### config.mk
export PLATFORM = sky130hd
export DESIGN_NAME = dmem_arbiter_flat
export DESIGN_NICKNAME = d
export VERILOG_FILES = /design/src/rtl/dmem_arbiter_if.sv /design/src/rtl/dmem_arbiter.sv /design/src/flat_wrapper.sv
export SDC_FILE = /design/constraint.sdc
export NUM_CORES = 1
export LEC_CHECK = 0
export BUFFER_PORTS_ARGS = -buffer_cell sky130_fd_sc_hd__buf_2
export CAP_MARGIN = 5
export CORE_ASPECT_RATIO = 1.1
export CORE_MARGIN = 3
export CORE_UTILIZATION = 30
export CTS_BUF_LIST = sky130_fd_sc_hd__clkbuf_16
export CTS_CLUSTER_SIZE = 12
export DETAILED_ROUTE_END_ITERATION = 7
export PLACE_DENSITY_LB_ADDON = 0.1
export SYNTH_ARGS = -nofsm -noshare
export SYNTH_HDL_FRONTEND = slang
export SYNTH_SLANG_ARGS = --single-unit
### constraint.sdc
create_clock -name clk -period 1.4 [get_ports clk]
set_clock_uncertainty 0.05 [all_clocks]
set_input_delay 0.14 -clock clk [delete_from_list [all_inputs] [get_ports clk]]
set_output_delay 0.14 -clock clk [all_outputs]
set_load 0.005 [all_outputs]
### src/rtl/dmem_arbiter_if.sv
// Requester and memory-side signals of the data-memory arbiter.
// The slave modport is the arbiter's view; the master modport is the requesters' and memory's view.
interface dmem_arbiter_if #(parameter int ADDR_W = 32);
    logic              req0, req1;
    logic              we0, we1;
    logic [ADDR_W-1:0] addr0, addr1;
    logic [31:0]       wdata0, wdata1;
    logic [3:0]        be0, be1;
    logic              ack0, ack1;
    logic [31:0]       rdata0, rdata1;
    logic              mem_we;
    logic [ADDR_W-1:0] mem_a;
    logic [31:0]       mem_wd;
    logic [31:0]       mem_rd;
    logic              busy;
    logic              owner;

    modport slave (
        input  req0, req1, we0, we1, addr0, addr1, wdata0, wdata1, be0, be1, mem_rd,
        output ack0, ack1, rdata0, rdata1, mem_we, mem_a, mem_wd, busy, owner
    );
    modport master (
        output req0, req1, we0, we1, addr0, addr1, wdata0, wdata1, be0, be1, mem_rd,
        input  ack0, ack1, rdata0, rdata1, mem_we, mem_a, mem_wd, busy, owner
    );
endinterface

### src/rtl/dmem_arbiter.sv
// Round-robin arbiter for two requesters in front of a single-port word memory.
// Sub-word stores are performed as a read-modify-write pair.
module dmem_arbiter #(
    parameter int ADDR_W = 32
) (
    input logic          clk,
    input logic          rst_n,
    dmem_arbiter_if.slave bus
);
    typedef enum logic [1:0] {IDLE, XFER, RMW_RD, RMW_WR} state_t;

    state_t              state, state_nxt;
    logic                l_we, l_idx;
    logic [ADDR_W-3:0]   l_word;
    logic [31:0]         l_wdata, merge, wd_hold, mem_wd_c;
    logic [3:0]          l_be;
    logic                last, owner_q;
    logic [1:0]          ack_q, elig;
    logic [31:0]         rdata0_q, rdata1_q;
    logic                grant_vld, grant_idx, g_we, g_part, done;
    logic [3:0]          g_be;

    // A requester being acked this cycle is not eligible, so it cannot be re-granted at once.
    always_comb begin
        elig      = {bus.req1 & ~ack_q[1], bus.req0 & ~ack_q[0]};
        grant_vld = |elig;
        grant_idx = (&elig) ? ~last : elig[1];
        g_we      = grant_idx ? bus.we1 : bus.we0;
        g_be      = grant_idx ? bus.be1 : bus.be0;
        g_part    = g_we && (g_be != 4'hF) && (g_be != 4'h0);
        done      = (state == XFER) || (state == RMW_WR);
    end

    always_ff @(posedge clk or negedge rst_n) begin
        if (!rst_n) state <= IDLE;
        else        state <= state_nxt;
    end

    always_comb begin
        state_nxt = state;
        case (state)
            IDLE:    if (grant_vld) state_nxt = g_part ? RMW_RD : XFER;
            XFER:    state_nxt = IDLE;
            RMW_RD:  state_nxt = RMW_WR;
            RMW_WR:  state_nxt = IDLE;
            default: state_nxt = IDLE;
        endcase
    end

    // Write data is only meaningful in write states; otherwise it holds the last driven value.
    always_comb begin
        mem_wd_c = wd_hold;
        if (state == XFER && l_we && l_be == 4'hF)
            mem_wd_c = l_wdata;
        else if (state == RMW_WR)
            for (int k = 0; k < 4; k++)
                mem_wd_c[8*k +: 8] = l_be[k] ? l_wdata[8*k +: 8] : merge[8*k +: 8];
    end

    always_ff @(posedge clk or negedge rst_n) begin
        if (!rst_n) begin
            l_we     <= 1'b0;
            l_idx    <= 1'b0;
            l_word   <= '0;
            l_wdata  <= '0;
            l_be     <= '0;
            last     <= 1'b1;
            owner_q  <= 1'b0;
            ack_q    <= '0;
            rdata0_q <= '0;
            rdata1_q <= '0;
            merge    <= '0;
            wd_hold  <= '0;
        end else begin
            ack_q   <= '0;
            wd_hold <= mem_wd_c;
            if (state == IDLE && grant_vld) begin
                l_idx   <= grant_idx;
                l_we    <= g_we;
                l_be    <= g_be;
                l_word  <= grant_idx ? bus.addr1[ADDR_W-1:2] : bus.addr0[ADDR_W-1:2];
                l_wdata <= grant_idx ? bus.wdata1 : bus.wdata0;
                last    <= grant_idx;
                owner_q <= grant_idx;
            end
            if (state == XFER && !l_we) begin
                if (l_idx) rdata1_q <= bus.mem_rd;
                else       rdata0_q <= bus.mem_rd;
            end
            if (state == RMW_RD) merge <= bus.mem_rd;
            if (done) ack_q[l_idx] <= 1'b1;
        end
    end

    assign bus.mem_we = ((state == XFER) && l_we && (l_be == 4'hF)) || (state == RMW_WR);
    assign bus.mem_a  = {l_word, 2'b00};
    assign bus.mem_wd = mem_wd_c;
    assign bus.ack0   = ack_q[0];
    assign bus.ack1   = ack_q[1];
    assign bus.rdata0 = rdata0_q;
    assign bus.rdata1 = rdata1_q;
    assign bus.busy   = (state != IDLE);
    assign bus.owner  = owner_q;
endmodule

### src/flat_wrapper.sv
// flat-port wrapper written by rule: the top's interface ports become plain ports
module dmem_arbiter_flat 
#(
    parameter int ADDR_W = 32
)
  (clk, rst_n, bus_req0, bus_req1, bus_we0, bus_we1, bus_addr0, bus_addr1, bus_wdata0, bus_wdata1, bus_be0, bus_be1, bus_mem_rd, bus_ack0, bus_ack1, bus_rdata0, bus_rdata1, bus_mem_we, bus_mem_a, bus_mem_wd, bus_busy, bus_owner);
  dmem_arbiter_if #(.ADDR_W(ADDR_W)) bus_i ();
  input logic clk;
  input logic rst_n;
  input wire logic [$bits(bus_i.req0)-1:0] bus_req0;
  input wire logic [$bits(bus_i.req1)-1:0] bus_req1;
  input wire logic [$bits(bus_i.we0)-1:0] bus_we0;
  input wire logic [$bits(bus_i.we1)-1:0] bus_we1;
  input wire logic [$bits(bus_i.addr0)-1:0] bus_addr0;
  input wire logic [$bits(bus_i.addr1)-1:0] bus_addr1;
  input wire logic [$bits(bus_i.wdata0)-1:0] bus_wdata0;
  input wire logic [$bits(bus_i.wdata1)-1:0] bus_wdata1;
  input wire logic [$bits(bus_i.be0)-1:0] bus_be0;
  input wire logic [$bits(bus_i.be1)-1:0] bus_be1;
  input wire logic [$bits(bus_i.mem_rd)-1:0] bus_mem_rd;
  output wire logic [$bits(bus_i.ack0)-1:0] bus_ack0;
  output wire logic [$bits(bus_i.ack1)-1:0] bus_ack1;
  output wire logic [$bits(bus_i.rdata0)-1:0] bus_rdata0;
  output wire logic [$bits(bus_i.rdata1)-1:0] bus_rdata1;
  output wire logic [$bits(bus_i.mem_we)-1:0] bus_mem_we;
  output wire logic [$bits(bus_i.mem_a)-1:0] bus_mem_a;
  output wire logic [$bits(bus_i.mem_wd)-1:0] bus_mem_wd;
  output wire logic [$bits(bus_i.busy)-1:0] bus_busy;
  output wire logic [$bits(bus_i.owner)-1:0] bus_owner;
  assign bus_i.req0 = bus_req0;
  assign bus_i.req1 = bus_req1;
  assign bus_i.we0 = bus_we0;
  assign bus_i.we1 = bus_we1;
  assign bus_i.addr0 = bus_addr0;
  assign bus_i.addr1 = bus_addr1;
  assign bus_i.wdata0 = bus_wdata0;
  assign bus_i.wdata1 = bus_wdata1;
  assign bus_i.be0 = bus_be0;
  assign bus_i.be1 = bus_be1;
  assign bus_i.mem_rd = bus_mem_rd;
  assign bus_ack0 = bus_i.ack0;
  assign bus_ack1 = bus_i.ack1;
  assign bus_rdata0 = bus_i.rdata0;
  assign bus_rdata1 = bus_i.rdata1;
  assign bus_mem_we = bus_i.mem_we;
  assign bus_mem_a = bus_i.mem_a;
  assign bus_mem_wd = bus_i.mem_wd;
  assign bus_busy = bus_i.busy;
  assign bus_owner = bus_i.owner;
  dmem_arbiter #(.ADDR_W(ADDR_W)) u_core (.clk(clk), .rst_n(rst_n), .bus(bus_i));
endmodule
==> summary.txt, run 1 <==
Global route
  – GR Util All Layers: just under 20%
  – Antenna violations before repair: 0
  – Vias in the first global route: 8,374
  – Gr ovfl total: 0
  – First-pass GRT wire length: 47.4 mm
  – Pin count of the biggest net entering global routing: 47

STA
  – Total count of max-transition violations in the final report: 0
  – Post-Route Hold Slack: between 90 and 100 ps
  – Tcrit/Tclk final: 160%
  – Time the final worst path needs with I/O delays and setup: 2240 ps
  – Worst Slack Setup Final: -843 ps
  – Number of setup violations in the final report: 223
  – Final hold vios: 0
  – Maximum frequency from static timing analysis: 0.446 GHz
  – Final total negative setup slack: -82,470 ps
  – Unrepaired setup endpoints after global routing: true

Setup path
  – Source of the critical timing path: u_core.state[1]$_DFFE_PN0P_
  – CP Class: register to primary output
  – Data required time at the worst endpoint: 1210 ps
  – Reg2Reg Setup Slack: -570 ps
  – Arrival time at the worst endpoint: approximately 2000 ps
  – Critical path launch point type: register
  – Worst-path maximum fanout: 6
  – Sequence of cells on the critical path: and4b_1 > a41o_4 > buf_4 > buf_12 > nor2_4 > a21oi_2 > buf_2
  – Worst Path Buf+Inv: 3
  – Largest delay share family, worst path: flip-flops
  – Start of the worst register-to-register path: u_core.state[0]$_DFFE_PN0P_
  – Library cell contributing the largest single delay on the critical path: dfrtp_2
  – Maximum cell stage delay along the critical path: between 400 and 500 ps
  – Endpoint type of the worst setup path: primary output

Yosys
  – Number of synthesized register bits: 201
  – Gate Count Post-Synth: 745
  – Most common cell in the synthesized netlist: dfrtp_1
  – Main area contributors after synthesis: dfrtp_1 (58%), mux2i_1 (8.9%), mux2_2 (8.3%), nand2_1 (7.3%), o21ai_0 (5.2%)
  – Portion of the post-synthesis area used by sequential elements: 58.6%
  – Number of enable-type register cells in the synthesized netlist: 0
  – Share of flip-flops with an asynchronous set or reset after synthesis: 100%
  – Mean instance size in the synthesized netlist: 11.5 sq um
  – Post-synthesis instance area: 8590 sq um
  – Most area-hungry cell type in the Yosys netlist: dfrtp_1
  – Post-synthesis cell type count: 34
  – Area share of the largest cell type after synthesis: about 58%
  – Yosys warnings: 0
  – Top flip-flop cell by instance count after synthesis: dfrtp_1
  – Most used standard cells in the synthesized netlist: dfrtp_1 (200), nand2_1 (166), o21ai_0 (90)

Power and ir drop
  – Clock share of power: 17.8%
  – Combinational cell fraction of total power: approximately half
  – Areal power density over the cells: 2180 nW/um^2
  – Sw frac: 34.1%
  – Leakage power figure: 7.35 nW
  – Sequential share of power: 31.5%
  – Net switching power: around 0.011 W
  – Cell-internal power: 0.0217 W
  – PnR Total Power: 0.0329 W
  – Max IR drop VDD: 1.04 mV

Die
  – Initial cell density of the core: 30.7%
  – Area of the die: around 30,000 sq um
  – Chip Height: approximately 180 microns
  – Area of the core region: 28,000 sq um
  – Die W: around 170 microns
  – Cell Rows: 64
  – I/O pin cnt: 307

Min path
  – Class of the worst hold path: primary input to asynchronous set/reset pin

Clock tree
  – Skew-Pair Late Insertion Delay: 500 ps
  – Buffer levels on the longest clock path: 3
  – CTS buffer count: 23
  – TritonCTS clock tree: built
  – CTS clk-pin slew, worst paths: 60 ps
  – Clock Root Buffer: clkbuf_16
  – CTS H-Tree Depth: 1
  – Number of clock sinks: 201

Drt
  – Remaining routing DRC violations: 0
  – Average routed wire per standard cell: 17.9 microns
  – Number of iterations in the first detailed-routing pass: 4
  – Remaining antenna violation count after routing: 0
  – Final wirelength: 30.1 mm
  – Vias per inst: about 4.6
  – Total via count after detailed routing: 7,695
  – Drt first-iter violations: 276

Placed design
  – Number of buffers inserted by port buffering: 300
  – Placed instance count: 1,417
  – Gpl congestion: 0.742
  – HPWL reported at the end of detailed placement: 18.3 mm

Final layout
  – Relative area change from synthesis to final layout: 75.9%
  – Post-layout net count: 1,478
  – Number of standard cells in the layout, taps in and fillers out: 1,684
  – Proportion of layout cells with a drive suffix above 1: a little under half

Status
  – Run status: complete, but fails checks
  – Violations in the final reports: setup timing

Flow run
  – Max-capacitance violation count: 0
## metal layers
layer | track usage [%] | share of wire, % | vias up
met2 | 32.9 | 50 | 224
li1 | - | - | 3715
met3 | 3.03 | 4.6 | 48
met4 | 6.12 | 2.8 | 0
met5 | 0 | 0 | -
met1 | 25.3 | 43 | 3708
## final cells by class
cell class | count | area, sq um
Antenna cell | 1 | 2.50
Clock inverter | 18 | 150
Timing Repair Buffer | 583 | 4890
Fill cell | 2421 | 12900
Tap cell | 363 | 454
Sequential cell | 201 | 5030
Multi-Input combinational cell | 495 | 4010
Clock buffer | 23 | 576
## power groups by stage
stage,clock (W),sequential (W),combinational (W)
global route,0.00631,0.0107,0.0180
CTS,0.00608,0.0103,0.0159
finish,0.00587,0.0104,0.0167
global placement,0,0.0103,0.0122
detailed placement,0,0.0103,0.0123
floorplan,0,0.0102,0.00705
## cells by family (layout without fill, tap and decap cells)
logic type | Yosys count | count (layout) | share of synthesized area, %
compound gates | 130 | 133 | 8.97
buf+inv | 53 | 624 | 3.41
flops | 201 | 201 | 58.6
mux | 141 | 141 | 17.4
other cells | 1 | 3 | 0.0436
simple gates | 219 | 219 | 11.6
## registers in the layout, summed over array words and instances, names as in the netlist
name	count
u_core.last	1
u_core.wd_hold	32
u_core.l_idx	1
u_core.l_be	4
u_core.bus.rdata0	32
u_core.l_wdata	32
u_core.state	2
u_core.merge	32
u_core.ack_q	2
u_core.bus.rdata1	32
u_core.l_word	30
u_core.l_we	1
## worst register-to-register path, cell delays in order (launching register included)
cell and delay (ps):
dfrtp_1 400, buf_4 150, buf_4 140, buf_4 140
nor4bb_4 150, buf_6 140, buf_8 130, bufbuf_16 270
mux2_4 290
## cells in the final DEF (no fill, tap or decap), types with 5 or more instances in the layout
master,Yosys,final
inv_1,0,6
buf_6,3,13
buf_12,0,33
buf_4,13,51
clkbuf_16,0,26
or3_1,24,24
buf_2,14,297
buf_16,0,13
dlygate4sd3_1,0,167
mux2i_1,76,74
o21ai_2,0,29
o21ai_0,90,32
mux2_2,63,17
a2bb2oi_2,1,21
buf_8,0,5
nand2_2,0,16
dfrtp_1,200,198
nand2_1,166,149
mux2_4,0,48
o21ai_1,5,34
clkinv_1,0,6
nor2_4,0,6
## what timing repair did
action,4_1_cts,5_1_grt
hold buffers,167,0
hold endpoints to repair,364,0
buffers inserted,29,15
cloned,19,3
gates resized for setup,112,51
pin swaps,8,5
endpoints found under the setup margin,202,234
## path summary, 6_finish.rpt
check / to / depth (start not counted)
setup reg to reg: u_core.bus.rdata1[12]$_DFFE_PN0P_ / 8
hold / removal: u_core.merge[6]$_DFFE_PN0P_ / 2
min in group clk: u_core.l_idx$_DFFE_PN0P_ / 4
setup / recovery: bus_mem_wd[25] / 7
max in group asynchronous: u_core.l_word[14]$_DFFE_PN0P_ / 3
hold reg to reg: u_core.merge[3]$_DFFE_PN0P_ / 2
## through the flow
stage                     instance area (sq um)  util [%]  worst slack [ps]
final                                     15100      53.9              -843
after global routing                      15100      53.9              -925
after CTS                                 14800      52.9              -883
after detailed placement                  11400      40.8              -426
after global placement                    11400      40.8              -441
after floorplan                            9090         -              -185
No activity file was read; power rests on OpenSTA's default activity.
==> inputs of run 2 (changes only) <==
- PLACE_DENSITY: default -> 0.63
- PLACE_DENSITY_LB_ADDON: 0.1 -> default
==> run 2 against run 1 <==
The flow still finishes with violations (setup timing). Combinational power fell by 2%. Core utilization fell by 0.47 points. Highest routed layer unchanged. Count of clock-buffer cells in the layout rose by 2. Critical endpoint is now bus_mem_wd[31]. Global-route usage increased by 0.95 points. Sequential share of layout area grew 0.30 points. Hold slack got worse by 57 ps. Final area decreased by 0.88%. Fmax fell by 0.20%. Via count increased by 2.9%. Clock power is 5.6% lower.
==> summary.txt, run 2 (synthesized netlist as in run 1, its figures left out) <==
Drt
  – Number of iterations in the first detailed-routing pass: 4 (unchanged)
  – Total via count after detailed routing: 7,915 (+2.9%)
  – Vias per inst: 4.75 (+4.0%)
  – Average routed wire per standard cell: 19.4 microns (+8.4%)
  – Final wirelength: 32.3 mm (+7.3%)
  – Drt first-iter violations: 420 (+52%)
  – Remaining routing DRC violations: 0 (unchanged)
  – Remaining antenna violation count after routing: 0 (unchanged)

Die
  – Area of the die: 30,700 sq um (unchanged)
  – Area of the core region: 28,000 sq um (unchanged)
  – Die W: 167 microns (unchanged)
  – Initial cell density of the core: 30.7% (unchanged)
  – I/O pin cnt: 307 (unchanged)
  – Chip Height: 183 microns (unchanged)
  – Cell Rows: 64 (unchanged)

Placed design
  – HPWL reported at the end of detailed placement: 17.8 mm (-2.9%)
  – Number of buffers inserted by port buffering: 300 (unchanged)
  – Worst setup slack after placement: -390 ps (+36.5 ps)
  – Placed instance count: 1,412 (-0.35%)
  – Gpl congestion: 0.772 (+4.0%)

Global route
  – First-pass GRT wire length: 49.7 mm (+4.8%)
  – Vias in the first global route: 8,806 (+5.2%)
  – Gr ovfl total: 0 (unchanged)
  – GR Util All Layers: 20.2% (+0.95 points)
  – Pin count of the biggest net entering global routing: 60 (+28%)
  – Antenna violations before repair: 0 (unchanged)

STA
  – Time the final worst path needs with I/O delays and setup: 2250 ps (+4.39 ps)
  – Total count of max-transition violations in the final report: 0 (unchanged)
  – Worst Slack Setup Final: -848 ps (-4.39 ps)
  – Tcrit/Tclk final: 161% (+0.31 points)
  – Final hold vios: 0 (unchanged)
  – Maximum frequency from static timing analysis: 0.445 GHz (-0.20%)
  – Unrepaired setup endpoints after global routing: true
  – Number of setup violations in the final report: 201 (-9.9%)

Clock tree
  – CTS clk-pin slew, worst paths: 50 ps (about the same)
  – TritonCTS clock tree: built
  – Buffer levels on the longest clock path: 3 (unchanged)
  – Number of clock sinks: 201 (unchanged)
  – CTS H-Tree Depth: 1 (unchanged)
  – Skew-Pair Late Insertion Delay: 510 ps (about the same)
  – CTS buffer count: 24 (+4.3%)
  – Clock Root Buffer: clkbuf_16

Setup path
  – Data required time at the worst endpoint: 1210 ps (about the same)
  – Endpoint type of the worst setup path: primary output
  – CP Class: register to primary output
  – Critical path launch point type: register
  – Arrival time at the worst endpoint: 2060 ps (about the same)
  – Worst-path maximum fanout: 6 (unchanged)

Final layout
  – Leading cell type in the layout, fill and taps excluded: buf_2
  – N_diodes: 0 (-1)
  – Final core utilization: 53.5% (-0.47 points)
  – Leading cell types in the layout, fill and taps excluded: buf_2 (293), dfrtp_1 (197), dlygate4sd3_1 (167)
  – Proportion of layout cells with a drive suffix above 1: 44.1% (-2.6 points)
  – Number of standard cells in the layout, taps in and fillers out: 1,666 (-1.1%)
  – Post-layout net count: 1,464 (-0.95%)
  – Relative area change from synthesis to final layout: 74.4%

Power and ir drop
  – Max IR drop VDD: 1.09 mV (+5.3%)
  – Leakage power figure: 7.26 nW (-1.2%)
  – Areal power density over the cells: 2160 nW/um^2 (-0.55%)

Status
  – Run status: complete, but fails checks
  – Violations in the final reports: setup timing

Min path
  – Class of the worst hold path: primary input to asynchronous set/reset pin

Flow run
  – Max-capacitance violation count: 0 (unchanged)
[run 2: changes by cell type in the layout (fill, tap and decap cells not counted), moves of 10 or more]
cell | before | now
o21ai_2 | 29 | 14
buf_4 | 51 | 32
o21ai_1 | 34 | 51
nand2_2 | 16 | 2
mux2_2 | 17 | 5
buf_6 | 13 | 33
a2bb2oi_2 | 21 | 11
a2bb2oi_4 | 3 | 13
nand2_1 | 149 | 164
mux2_4 | 48 | 60
[run 2: worst paths after layout]
check	start	to	slack (ps)	cells past startpoint
min in group clk	bus_req0	u_core.last$_DFFE_PN1P_	130	4
max in group asynchronous	rst_n	u_core.bus.rdata1[0]$_DFFE_PN0P_	660	3
worst min-delay path	rst_n	u_core.l_wdata[4]$_DFFE_PN0P_	30	2
worst max-delay path	u_core.state[1]$_DFFE_PN0P_	bus_mem_wd[31]	-850	7
worst min register to register	u_core.merge[22]$_DFFE_PN0P_	u_core.merge[22]$_DFFE_PN0P_	420	2
worst max register to register	u_core.state[1]$_DFFE_PN0P_	u_core.l_word[1]$_DFFE_PN0P_	-350	7
[run 2: per-stage QoR]
stage          TNS (ps)  total power [W]  area, sq um  hold slack [ps]
2_1_floorplan    -24490           0.0173         9090             -206
3_3_place_gp     -50560           0.0222        11300            -38.9
3_5_place_dp     -55510           0.0225        11300            -40.3
4_1_cts          -71490           0.0313        14600             15.7
5_1_grt          -83210           0.0344        15000             31.0
6_report         -71550           0.0324        15000             33.6
[run 2: metal layers]
metal	up-vias	GRT usage [%]	part of all wire (%)
met5	-	0	0
met4	0	7.46	3.4
met3	79	3.74	5.5
met2	300	35.2	51
met1	3868	25.3	40
li1	3668	-	-
[run 2: power by group]
part / internal (W) / switching [W]
combinational: 0.00919 / 0.00716
sequential: 0.00875 / 0.00177
clock: 0.00318 / 0.00237
[run 2: worst max-delay path: stages (launching register included)]
cell,delay [ps]
dfrtp_2,410
and4b_1,270
a41o_2,260
buf_12,160
buf_8,120
nor2_4,30
a21oi_2,150
buf_2,150
[run 2: cell type report]
cell class                 count  area [sq um]
multi-input combinational    492          4040
clock buffer                  25           626
sequential                   201          5030
timing repair buffer         571          4770
fill                        2335         13000
clock inverter                14          58.8
tap                          363           454
[run 2: timing repair]
action / CTS / global route
gates cloned: 17 / 3
hold buffers: 167 / 0
buffers inserted: 17 / 19
setup endpoints to repair: 203 / 203
resized for setup: 104 / 84
pin swaps: 8 / 7
endpoints found under the hold margin: 365 / 0
